--- src/rtl/uart_pkg.sv ---
// Shared types for the UART transmit scheduler: FSM state encoding and byte type.
package uart_pkg;

    typedef enum logic [1:0] {
        IDLE,
        LOAD,
        WAIT_BUSY,
        WAIT_DONE
    } uart_sched_state_t;

    typedef logic [7:0] uart_byte_t;

endpackage

--- src/rtl/uart_tx_sched_if.sv ---
// Requester and transmitter signals of uart_tx_sched, plus debug taps of FSM state and pointer.
// Handshake: requester i holds req_valid[i]/req_data until a one-cycle req_ready[i] pulse accepts it.
interface uart_tx_sched_if #(parameter int N = 4);
    import uart_pkg::*;

    localparam int PW = (N > 1) ? $clog2(N) : 1;

    logic [N-1:0]      req_valid;
    logic [8*N-1:0]    req_data;
    logic [N-1:0]      req_last;
    logic [N-1:0]      req_ready;
    uart_byte_t        tx_data;
    logic              tx_start;
    logic              tx_cts;
    logic [N-1:0]      grant;
    logic              err_timeout;
    uart_sched_state_t dbg_state;
    logic [PW-1:0]     dbg_ptr;

    modport master (
        output req_valid, req_data, req_last, tx_cts,
        input  req_ready, tx_data, tx_start, grant, err_timeout, dbg_state, dbg_ptr
    );

    modport slave (
        input  req_valid, req_data, req_last, tx_cts,
        output req_ready, tx_data, tx_start, grant, err_timeout, dbg_state, dbg_ptr
    );

endinterface

--- src/rtl/uart_tx_sched_sync2.sv ---
// Generic two-flop synchronizer with a configurable reset value (synchronous active-low reset).
module sync2 #(
    parameter int           W       = 1,
    parameter logic [W-1:0] RST_VAL = {W{1'b1}}
) (
    input  logic         i_clk,
    input  logic         i_rst_n,
    input  logic [W-1:0] i_d,
    output logic [W-1:0] o_q
);

    logic [W-1:0] r_meta;
    logic [W-1:0] r_sync;

    always_ff @(posedge i_clk) begin
        if (!i_rst_n) begin
            r_meta <= RST_VAL;
            r_sync <= RST_VAL;
        end else begin
            r_meta <= i_d;
            r_sync <= r_meta;
        end
    end

    assign o_q = r_sync;

endmodule

--- src/rtl/uart_tx_sched.sv ---
// Round-robin scheduler sharing one UART transmitter among N byte requesters.
// Optional packet locking is enabled by defining UART_SCHED_LOCK_EN.
module uart_tx_sched
    import uart_pkg::*;
#(
    parameter int N       = 4,
    parameter int Timeout = 1048576
) (
    input  logic              clock,
    input  logic              reset,
    uart_tx_sched_if.slave    bus
);

    localparam int PW = (N > 1) ? $clog2(N) : 1;
    localparam int CW = (Timeout > 1) ? $clog2(Timeout) : 1;
    localparam logic [CW-1:0] TMAX = CW'(Timeout - 1);

    function automatic logic [N-1:0] rr_pick(input logic [N-1:0] v, input logic [PW-1:0] p);
        logic [N-1:0] oh;
        logic         found;
        oh    = '0;
        found = 1'b0;
        for (int k = 0; k < N; k++) begin
            int idx;
            idx = (int'(p) + k) % N;
            if (!found && v[idx[PW-1:0]]) begin
                oh[idx[PW-1:0]] = 1'b1;
                found           = 1'b1;
            end
        end
        return oh;
    endfunction

    function automatic logic [PW-1:0] oh_index(input logic [N-1:0] oh);
        logic [PW-1:0] r;
        r = '0;
        for (int k = 0; k < N; k++) begin
            if (oh[k]) r = PW'(k);
        end
        return r;
    endfunction

    logic              w_cts_s;
    uart_sched_state_t r_state, w_state_nxt;
    logic [PW-1:0]     r_ptr, w_ptr_nxt;
    logic [PW-1:0]     r_gidx, w_gidx_nxt;
    logic [N-1:0]      r_grant, w_grant_nxt;
    logic [N-1:0]      r_req_ready, w_req_ready_nxt;
    uart_byte_t        r_tx_data, w_tx_data_nxt;
    logic              r_tx_start, w_tx_start_nxt;
    logic              r_err, w_err_nxt;
    logic [CW-1:0]     r_cnt, w_cnt_nxt;
    logic [N-1:0]      w_elig_valid;
    logic [N-1:0]      w_pick;
    logic [PW-1:0]     w_pick_idx;
    logic [PW-1:0]     w_gidx_inc;
    uart_byte_t        w_pick_data;

    sync2 #(.W(1), .RST_VAL(1'b1)) u_cts_sync (
        .i_clk   (clock),
        .i_rst_n (reset),
        .i_d     (bus.tx_cts),
        .o_q     (w_cts_s)
    );

`ifdef UART_SCHED_LOCK_EN
    logic r_lock, w_lock_nxt;
    logic r_last, w_last_nxt;
    logic w_pick_last;

    // While locked, only the requester under the pointer may be granted.
    assign w_elig_valid = r_lock ? (bus.req_valid & (N'(1) << r_ptr)) : bus.req_valid;
`else
    logic w_unused_last;

    assign w_unused_last = ^bus.req_last;
    assign w_elig_valid  = bus.req_valid;
`endif

    assign w_pick     = rr_pick(w_elig_valid, r_ptr);
    assign w_pick_idx = oh_index(w_pick);
    assign w_gidx_inc = (r_gidx == PW'(N - 1)) ? '0 : r_gidx + PW'(1);

    always_comb begin
        w_pick_data = '0;
`ifdef UART_SCHED_LOCK_EN
        w_pick_last = 1'b0;
`endif
        for (int k = 0; k < N; k++) begin
            if (w_pick[k]) begin
                w_pick_data = bus.req_data[8*k +: 8];
`ifdef UART_SCHED_LOCK_EN
                w_pick_last = bus.req_last[k];
`endif
            end
        end
    end

    always_comb begin
        w_state_nxt     = r_state;
        w_ptr_nxt       = r_ptr;
        w_gidx_nxt      = r_gidx;
        w_grant_nxt     = r_grant;
        w_req_ready_nxt = '0;
        w_tx_data_nxt   = r_tx_data;
        w_tx_start_nxt  = r_tx_start;
        w_err_nxt       = r_err;
        w_cnt_nxt       = r_cnt;
`ifdef UART_SCHED_LOCK_EN
        w_lock_nxt      = r_lock;
        w_last_nxt      = r_last;
`endif
        case (r_state)
            IDLE: begin
                if (w_cts_s && (|w_elig_valid)) begin
                    w_grant_nxt     = w_pick;
                    w_gidx_nxt      = w_pick_idx;
                    w_req_ready_nxt = w_pick;
                    w_tx_data_nxt   = w_pick_data;
`ifdef UART_SCHED_LOCK_EN
                    w_last_nxt      = w_pick_last;
`endif
                    w_state_nxt     = LOAD;
                end
            end
            LOAD: begin
                w_tx_start_nxt = 1'b1;
                w_cnt_nxt      = '0;
                w_state_nxt    = WAIT_BUSY;
            end
            WAIT_BUSY: begin
                if (!w_cts_s) begin
                    w_tx_start_nxt = 1'b0;
                    w_state_nxt    = WAIT_DONE;
                end else if (r_cnt == TMAX) begin
                    // Transmitter never went busy: drop the accepted byte and flag it.
                    w_err_nxt      = 1'b1;
                    w_grant_nxt    = '0;
                    w_tx_start_nxt = 1'b0;
`ifdef UART_SCHED_LOCK_EN
                    w_lock_nxt     = 1'b0;
`endif
                    w_state_nxt    = IDLE;
                end else if (r_cnt != '1) begin
                    w_cnt_nxt = r_cnt + CW'(1);
                end
            end
            WAIT_DONE: begin
                if (w_cts_s) begin
                    w_grant_nxt = '0;
                    w_state_nxt = IDLE;
`ifdef UART_SCHED_LOCK_EN
                    if (!r_last) begin
                        w_ptr_nxt  = r_gidx;
                        w_lock_nxt = 1'b1;
                    end else begin
                        w_ptr_nxt  = w_gidx_inc;
                        w_lock_nxt = 1'b0;
                    end
`else
                    w_ptr_nxt   = w_gidx_inc;
`endif
                end
            end
            default: w_state_nxt = IDLE;
        endcase
    end

    always_ff @(posedge clock) begin
        if (!reset) begin
            r_state     <= IDLE;
            r_ptr       <= '0;
            r_gidx      <= '0;
            r_grant     <= '0;
            r_req_ready <= '0;
            r_tx_data   <= 8'h00;
            r_tx_start  <= 1'b0;
            r_err       <= 1'b0;
            r_cnt       <= '0;
`ifdef UART_SCHED_LOCK_EN
            r_lock      <= 1'b0;
            r_last      <= 1'b0;
`endif
        end else begin
            r_state     <= w_state_nxt;
            r_ptr       <= w_ptr_nxt;
            r_gidx      <= w_gidx_nxt;
            r_grant     <= w_grant_nxt;
            r_req_ready <= w_req_ready_nxt;
            r_tx_data   <= w_tx_data_nxt;
            r_tx_start  <= w_tx_start_nxt;
            r_err       <= w_err_nxt;
            r_cnt       <= w_cnt_nxt;
`ifdef UART_SCHED_LOCK_EN
            r_lock      <= w_lock_nxt;
            r_last      <= w_last_nxt;
`endif
        end
    end

    assign bus.req_ready   = r_req_ready;
    assign bus.tx_data     = r_tx_data;
    assign bus.tx_start    = r_tx_start;
    assign bus.grant       = r_grant;
    assign bus.err_timeout = r_err;
    assign bus.dbg_state   = r_state;
    assign bus.dbg_ptr     = r_ptr;

endmodule

--- src/flat_wrapper.sv ---
// flat-port wrapper written by rule: the top's interface ports become plain ports
module uart_tx_sched_flat import uart_pkg::*;
#(
    parameter int N       = 4,
    parameter int Timeout = 1048576
)
  (clock, reset, bus_req_valid, bus_req_data, bus_req_last, bus_tx_cts, bus_req_ready, bus_tx_data, bus_tx_start, bus_grant, bus_err_timeout, bus_dbg_state, bus_dbg_ptr);
  uart_tx_sched_if #(.N(N)) bus_i ();
  input  logic clock;
  input  logic reset;
  input wire logic [$bits(bus_i.req_valid)-1:0] bus_req_valid;
  input wire logic [$bits(bus_i.req_data)-1:0] bus_req_data;
  input wire logic [$bits(bus_i.req_last)-1:0] bus_req_last;
  input wire logic [$bits(bus_i.tx_cts)-1:0] bus_tx_cts;
  output wire logic [$bits(bus_i.req_ready)-1:0] bus_req_ready;
  output wire logic [$bits(bus_i.tx_data)-1:0] bus_tx_data;
  output wire logic [$bits(bus_i.tx_start)-1:0] bus_tx_start;
  output wire logic [$bits(bus_i.grant)-1:0] bus_grant;
  output wire logic [$bits(bus_i.err_timeout)-1:0] bus_err_timeout;
  output wire logic [$bits(bus_i.dbg_state)-1:0] bus_dbg_state;
  output wire logic [$bits(bus_i.dbg_ptr)-1:0] bus_dbg_ptr;
  assign bus_i.req_valid = bus_req_valid;
  assign bus_i.req_data = bus_req_data;
  assign bus_i.req_last = bus_req_last;
  assign bus_i.tx_cts = bus_tx_cts;
  assign bus_req_ready = bus_i.req_ready;
  assign bus_tx_data = bus_i.tx_data;
  assign bus_tx_start = bus_i.tx_start;
  assign bus_grant = bus_i.grant;
  assign bus_err_timeout = bus_i.err_timeout;
  assign bus_dbg_state = bus_i.dbg_state;
  assign bus_dbg_ptr = bus_i.dbg_ptr;
  uart_tx_sched #(.N(N), .Timeout(Timeout)) u_core (.clock(clock), .reset(reset), .bus(bus_i));
endmodule
--- config.mk ---
export PLATFORM = sky130hd
export DESIGN_NAME = uart_tx_sched_flat
export DESIGN_NICKNAME = d
export VERILOG_FILES = /design/src/rtl/uart_pkg.sv /design/src/rtl/uart_tx_sched_if.sv /design/src/rtl/uart_tx_sched_sync2.sv /design/src/rtl/uart_tx_sched.sv /design/src/flat_wrapper.sv
export SDC_FILE = /design/constraint.sdc
export NUM_CORES = 1
export LEC_CHECK = 0
export ABC_AREA = 1
export CORE_MARGIN = 2
export CORE_UTILIZATION = 39
export CTS_CLUSTER_DIAMETER = 200
export CTS_CLUSTER_SIZE = 14
export DETAILED_ROUTE_END_ITERATION = 10
export PLACE_DENSITY_LB_ADDON = 0.2
export SLEW_MARGIN = 30
export SYNTH_ARGS = -nofsm -noshare
export SYNTH_HDL_FRONTEND = slang
export SYNTH_SLANG_ARGS = --single-unit
--- constraint.sdc ---
create_clock -name clock -period 4.2 [get_ports clock]
set_input_delay 0.84 -clock clock [delete_from_list [all_inputs] [get_ports clock]]
set_output_delay 0.84 -clock clock [all_outputs]
set_load 0.02 [all_outputs]
# ---- Yosys cells after proc, flatten, opt, wreduce, memory -nomap -nowiden
# Cells that the tools add are included.
dict set report word_totals {
  inputBits 43
  out_inout_bits 22
  word_cells 111
  reg_bits 46
}
dict set report op_classes {
  n_reduce_logical 23
  bitwise_logic 3
  muxes 48
  add_sub_neg 5
  n_eq_ne 13
  order_cmp 8
}
# operator n
set op_table {}
lappend op_table {{20-bit two-way mux} 3}
lappend op_table {{20-bit one-hot mux with 2 select lines} 1}
lappend op_table {{4-bit two-way mux} 8}
lappend op_table {{8-bit two-way mux} 4}
lappend op_table {{20-bit by 1-bit adder with 20-bit output, second input constant} 1}
lappend op_table {{20-bit == test, second input constant} 1}
lappend op_table {{20-bit != test, second input constant} 1}
lappend op_table {{1-bit two-way mux} 14}
lappend op_table {{2-bit two-way mux} 7}
lappend op_table {{2-bit by 3-bit less-than comparator with 1-bit output, second input constant} 4}
lappend op_table {{4-bit OR} 3}
lappend op_table {{4-bit one-hot mux with 3 select lines} 1}
lappend op_table {{3-bit AND reduction} 3}
lappend op_table {{1-bit binary-select mux with 2-bit select} 4}
lappend op_table {{1-bit demux with 2-bit select} 4}
lappend op_table {{2-bit by 1-bit >= comparator with 1-bit output, second input constant} 4}
lappend op_table {{1-bit logical AND} 8}
lappend op_table {{2-bit one-hot mux with 4 select lines} 1}
lappend op_table {{2-bit == test, second input constant} 3}
lappend op_table {{2-bit by 1-bit != test with 1-bit output, second input constant} 3}
lappend op_table {{2-bit != test, second input constant} 3}
lappend op_table {{2-bit AND reduction} 3}
lappend op_table {{5-bit AND reduction} 1}
lappend op_table {{2-bit by 1-bit adder with 2-bit output, second input constant} 2}
lappend op_table {{other kinds (10)} 13}

# ---- Logic depth before layout (Yosys ltp)
dict set report logic_depth {
  word_depth 16
  ltp_mapped 17
  ltp_nobuf 16
}

# ---- Modules after synthesis
# From an unflattened synthesis, not the netlist that was laid out.
dict set report hier_totals {
  hier_cells 426
  area_unflattened_um2 2904.0
}
# mod cells_per_inst instances seq_area_each_um2 area_per_inst_um2
set by_module_without_submodules {}
lappend by_module_without_submodules {uart_tx_sched 420 1 880.8 2849.0}
lappend by_module_without_submodules {sync2 6 1 40.0 55.1}

# ---- Least setup slack after synthesis
# OpenSTA, ideal clock, no wires.
dict set report synth_path {
  kind {reg2reg}
  from {reg u_core.r_ptr[0] (netlist: u_core.bus.dbg_ptr[0])}
  to {reg u_core.r_tx_data[0] (netlist: u_core.bus.tx_data[0])}
  required_ns 4.087
  n_path_buf 1
  slack_ns 1.939
  arrival_ns 2.148
  path_stages_with_launch 18
  setup_ns 0.113
  synth_period_minus_slack_ns 2.261
  cell_sequence {dfxtp_1 -> inv_2 -> ha_1 -> inv_1 -> nand3_1 -> nand2_1 -> nand2_4 -> nor2_8 -> nand2_2 -> inv_2 -> nor2_2 -> buf_6 -> nand3_1 -> nand2_1 -> nand2_1 -> nand2_1 -> nand2_1 -> nand2_1}
}
dict set report synth_via {
  elab_chain_len 16
  word_cells_on_any_way 51
  cone_classes {add/sub (3); order compare (8); mux (27); bitwise (3); reduce/logical (10)}
}
# element line_no
set synth_lines {}
lappend synth_lines {{start, declared} uart_tx_sched.sv:45} ;# logic [PW-1:0] r_ptr, w_ptr_nxt;
lappend synth_lines {{start signal, assigned} uart_tx_sched.sv:186} ;# r_ptr <= w_ptr_nxt;
lappend synth_lines {{branches (longest 11 deep; another with 2-bit by 3-bit less-than comparator with 1-bit output)} n/a}
lappend synth_lines {{4-bit two-way mux *} uart_tx_sched.sv:26} ;# if (!found && v[idx[PW-1:0]]) begin
lappend synth_lines {{8-bit two-way mux (3 in series)} uart_tx_sched.sv:90} ;# if (w_pick[k]) begin
lappend synth_lines {{8-bit two-way mux *} uart_tx_sched.sv:90}
lappend synth_lines {{end signal, assigned} uart_tx_sched.sv:190} ;# r_tx_data <= w_tx_data_nxt;
lappend synth_lines {{end, declared} uart_tx_sched.sv:49} ;# uart_byte_t r_tx_data, w_tx_data_nxt;
# Every way passes the cells marked *. The select of a mux whose other input is x is not followed.
# A chain may end at the register's enable or synchronous reset.

# ---- Worst setup path after layout
dict set report layout_path {
  from {reg u_core.r_ptr[0] (netlist: u_core.bus.dbg_ptr[0])}
  to {reg u_core.r_tx_data[6] (netlist: u_core.bus.tx_data[6])}
}
# Same word-level chain as after synthesis.

==> metrics.md <==
| Metric | Value |
|---|---|
| Status | complete, no violations |
| Internal | 0.907 mW |
| Clock net sink count | 46 |
| Die X | 88.3 um |
| IO Pins | 65 |
| Final setup violation count | 0 |
| Number of synthesized register bits | 46 |
| Share of layout cells above drive strength 1 | 8.20% |
| Num CTS Buffers | 5 |
| Critical Path AT | 3090 ps |
| CORE AREA | 6830 um2 |
| Cell with the most instances after synthesis | nand2_1 |
| Sequential Power Share | 34.9% |
| Setup CP Type | flop to flop |
| Adder-cell share of the synthesized area | 4.07% |
| Peak VDD IR | 0.000202 V |
| Mapped Area | 2770 um2 |
| Static Leak | 1.58 nW |
| Clock latency on the worst-skew pair | 310 ps |
| Asr flop ratio synth | 0% |
| Endpoint type of the worst setup path | flop |
| Worst-path fanout max | 12 |
| Number of synthesized flops with an enable pin | 0 |
| Post-CTS setup buffer count | 0 |
| # DRC | 0 |
| Number of global-route vias before repair | 2540 |
| Hold Vio Cnt, Final | 0 |
| Synthesis warning total | 0 |
| Routed WL | 6820 um |
| Post-DRT Antenna Nets | 0 |
| Final Skew | 13.1 ps |
| Final worst slack | 1360 ps |
| DRT iter0 DRCs | 136 |
| Antenna cell count | 0 |
| IO Port Bufs | 60 |
| Top FF cell, synth | dfxtp_1 |
| Net Switching | 0.668 mW |
| Pwr Density | 443 nW/um2 |
| First-pass GRT wire length | 11500 um |
| Clock share of power | 18.0% |
| Top-area cell type share of the netlist area | 33.3% |
| Post-synthesis compound-gate area fraction | 10.2% |
| Wire per inst | 11.7 um |
| Reg clk slew, reported paths | 80 ps |
| Pin count of the biggest net entering global routing | 22 |
| Hold Crit Class | flop to flop |
| Hpwl dp | 5180 um |
| Initial antenna violation count | 0 |
| Synthesis-to-finish area growth | 28.5% |
| Final Cycle Share | 67.7% |
| Max Cap Violations | 0 |
| DRT Pass-1 Iters | 5 |
| Fmax | 352 MHz |
| FF-to-FF path depth | 14 |
| Slew @ Worst Pin | 542 ps |
| Register area share after synthesis | 33.3% |
| Setup TNS | 0 ps |
| Fin util | 52.1% |
| Hold Path Stages | 1 |
| Max_slew headroom | 63.7% |
| GRT Overall Usage | 18.4% |
| Syn Inst Count | 424 |
| Total die area | 7790 um2 |
| DP Worst Slack | 1120 ps |
| Syn Nets | 476 |
| Maximum clock path buffer count | 2 |
| Hold_buf cts | 0 |
| Final net count | 539 |
| Top post-synthesis cells by count | nand2_1 (153), dfxtp_1 (46), nand3_1 (41) |
| Row cnt | 30 |
| Startpoint types | flop |
| Total gr overflow | 0 |
| Mean post-synth cell area | 6.53 um2 |
| Req. time, crit path | 4450 ps |
| Post-cts resize count | 0 |
| Combinational Power Share | 47.1% |
| Combinational family with the most area after synthesis | simple AND/OR/NAND/NOR gates |
| Post-synthesis mux area share | 0% |
| RSZ-0062 raised after global routing | no |
| Die Y | 88.3 um |
| Largest area contributor in the netlist | dfxtp_1 |
| Simple-gate share of the synthesized area | 45.2% |
| Initial core utilization | 40.5% |
| Area contributors post-synth | dfxtp_1 (33%), nand2_1 (21%), nand3_1 (7.4%) |
| Clock root cell | clkbuf_8 |
| Netlist cell types | 34 |
| Switching Fraction | 42.4% |
| Slew Limit Fails | 0 |
| Crit path time final | 2840 ps |
| H-tree depth | 2 |
| Final Wtd Congestion | 0.841 |
| DR vias | 2801 |
| Vias per cell | 4.80 |
| CTS tree | yes |
| Post-Synth XOR/XNOR Area | 0% |
## path summary, 6_finish.rpt
| check | start | endpoint | slack [ps] |
|---|---|---|---|
| worst max-delay path | u_core.bus.dbg_ptr[0] | u_core.bus.tx_data[6] | 1360 |
| worst min-delay path | u_core.u_cts_sync.r_meta | u_core.u_cts_sync.o_q | 420 |
| worst max register to register | u_core.bus.dbg_ptr[0] | u_core.bus.tx_data[6] | 1360 |
| worst min register to register | u_core.u_cts_sync.r_meta | u_core.u_cts_sync.o_q | 420 |
## per-layer routing
metal  global-route usage (%)  part of all wire, %
met1                     23.9                   46
met2                     30.6                   46
met3                     4.94                  6.6
met4                     4.55                  1.0
met5                        0                    0
## registers in the layout (all words and copies together), names as in the netlist
| register | flops |
|---|---|
| u_core.bus.dbg_ptr | 2 |
| u_core.bus.dbg_state | 2 |
| u_core.bus.err_timeout | 1 |
| u_core.bus.grant | 4 |
| u_core.bus.req_ready | 4 |
| u_core.bus.tx_data | 8 |
| u_core.bus.tx_start | 1 |
| u_core.r_cnt | 20 |
| u_core.r_gidx | 2 |
| u_core.u_cts_sync.o_q | 1 |
| u_core.u_cts_sync.r_meta | 1 |
## worst max-delay path, stage by stage (launching register included)
cell and delay, ps:
dfxtp_1 600, inv_2 210, ha_1 390, inv_1 90, nand3_1 90, nand2_1 90
nand2_4 130, inv_4 60, nand3_2 60, nand4_2 400, nor2_4 400, nand2_1 90
nand2_1 60, nand2_1 50, nand2_1 80
## stage by stage
stage	instances	power (mW)	cell area, um2	hold WS [ps]
5_1_grt	584	1.69	3560	442
3_5_place_dp	576	1.30	3470	398
3_3_place_gp	576	1.30	3470	397
4_1_cts	584	1.58	3560	417
6_report	584	1.58	3560	416
2_1_floorplan	424	1.05	2770	393
## cells by family after synthesis
kind of cell | after synthesis
simple gates | 268
fa+ha+maj | 9
flops | 46
compound gates | 52
buf+inv | 49
## final cells by class
class / instances / area, um2
Sequential cell: 46 / 921
Tap cell: 96 / 120
Inverter: 43 / 164
Clock buffer: 7 / 86.3
Clock inverter: 1 / 5.00
Multi-Input combinational cell: 329 / 1650
Fill cell: 705 / 3270
Timing Repair Buffer: 62 / 616
## power by group through the flow
stage | Clock [mW] | Combinational, mW | Sequential [mW]
2_1_floorplan | 0 | 0.437 | 0.615
3_3_place_gp | 0 | 0.737 | 0.560
3_5_place_dp | 0 | 0.742 | 0.558
4_1_cts | 0.287 | 0.746 | 0.551
5_1_grt | 0.306 | 0.825 | 0.562
6_report | 0.283 | 0.742 | 0.550
## placed cells by master (no fill, tap or decap), types with 2 or more instances in the layout
master           Yosys  final
nand2_1            153    153
nor3b_1              2      2
clkdlybuf4s50_1      0     60
nor2_1              32     32
clkbuf_8             0      6
nand3_2              7      7
inv_1               39     39
nor2_2               3      3
buf_4                0      2
a21oi_1             26     26
o21ai_0             19     19
nand2_2              5      5
nand4_1              3      3
nor2_8               2      2
o21a_1               2      2
or2_2                3      3
nor2_4               3      3
nand2_4              2      2
ha_1                 9      9
nor3_1               8      8
nand3_1             41     41
dfxtp_1             46     46
inv_2                3      3
Note: power is estimated with default switching activity, not from simulation.
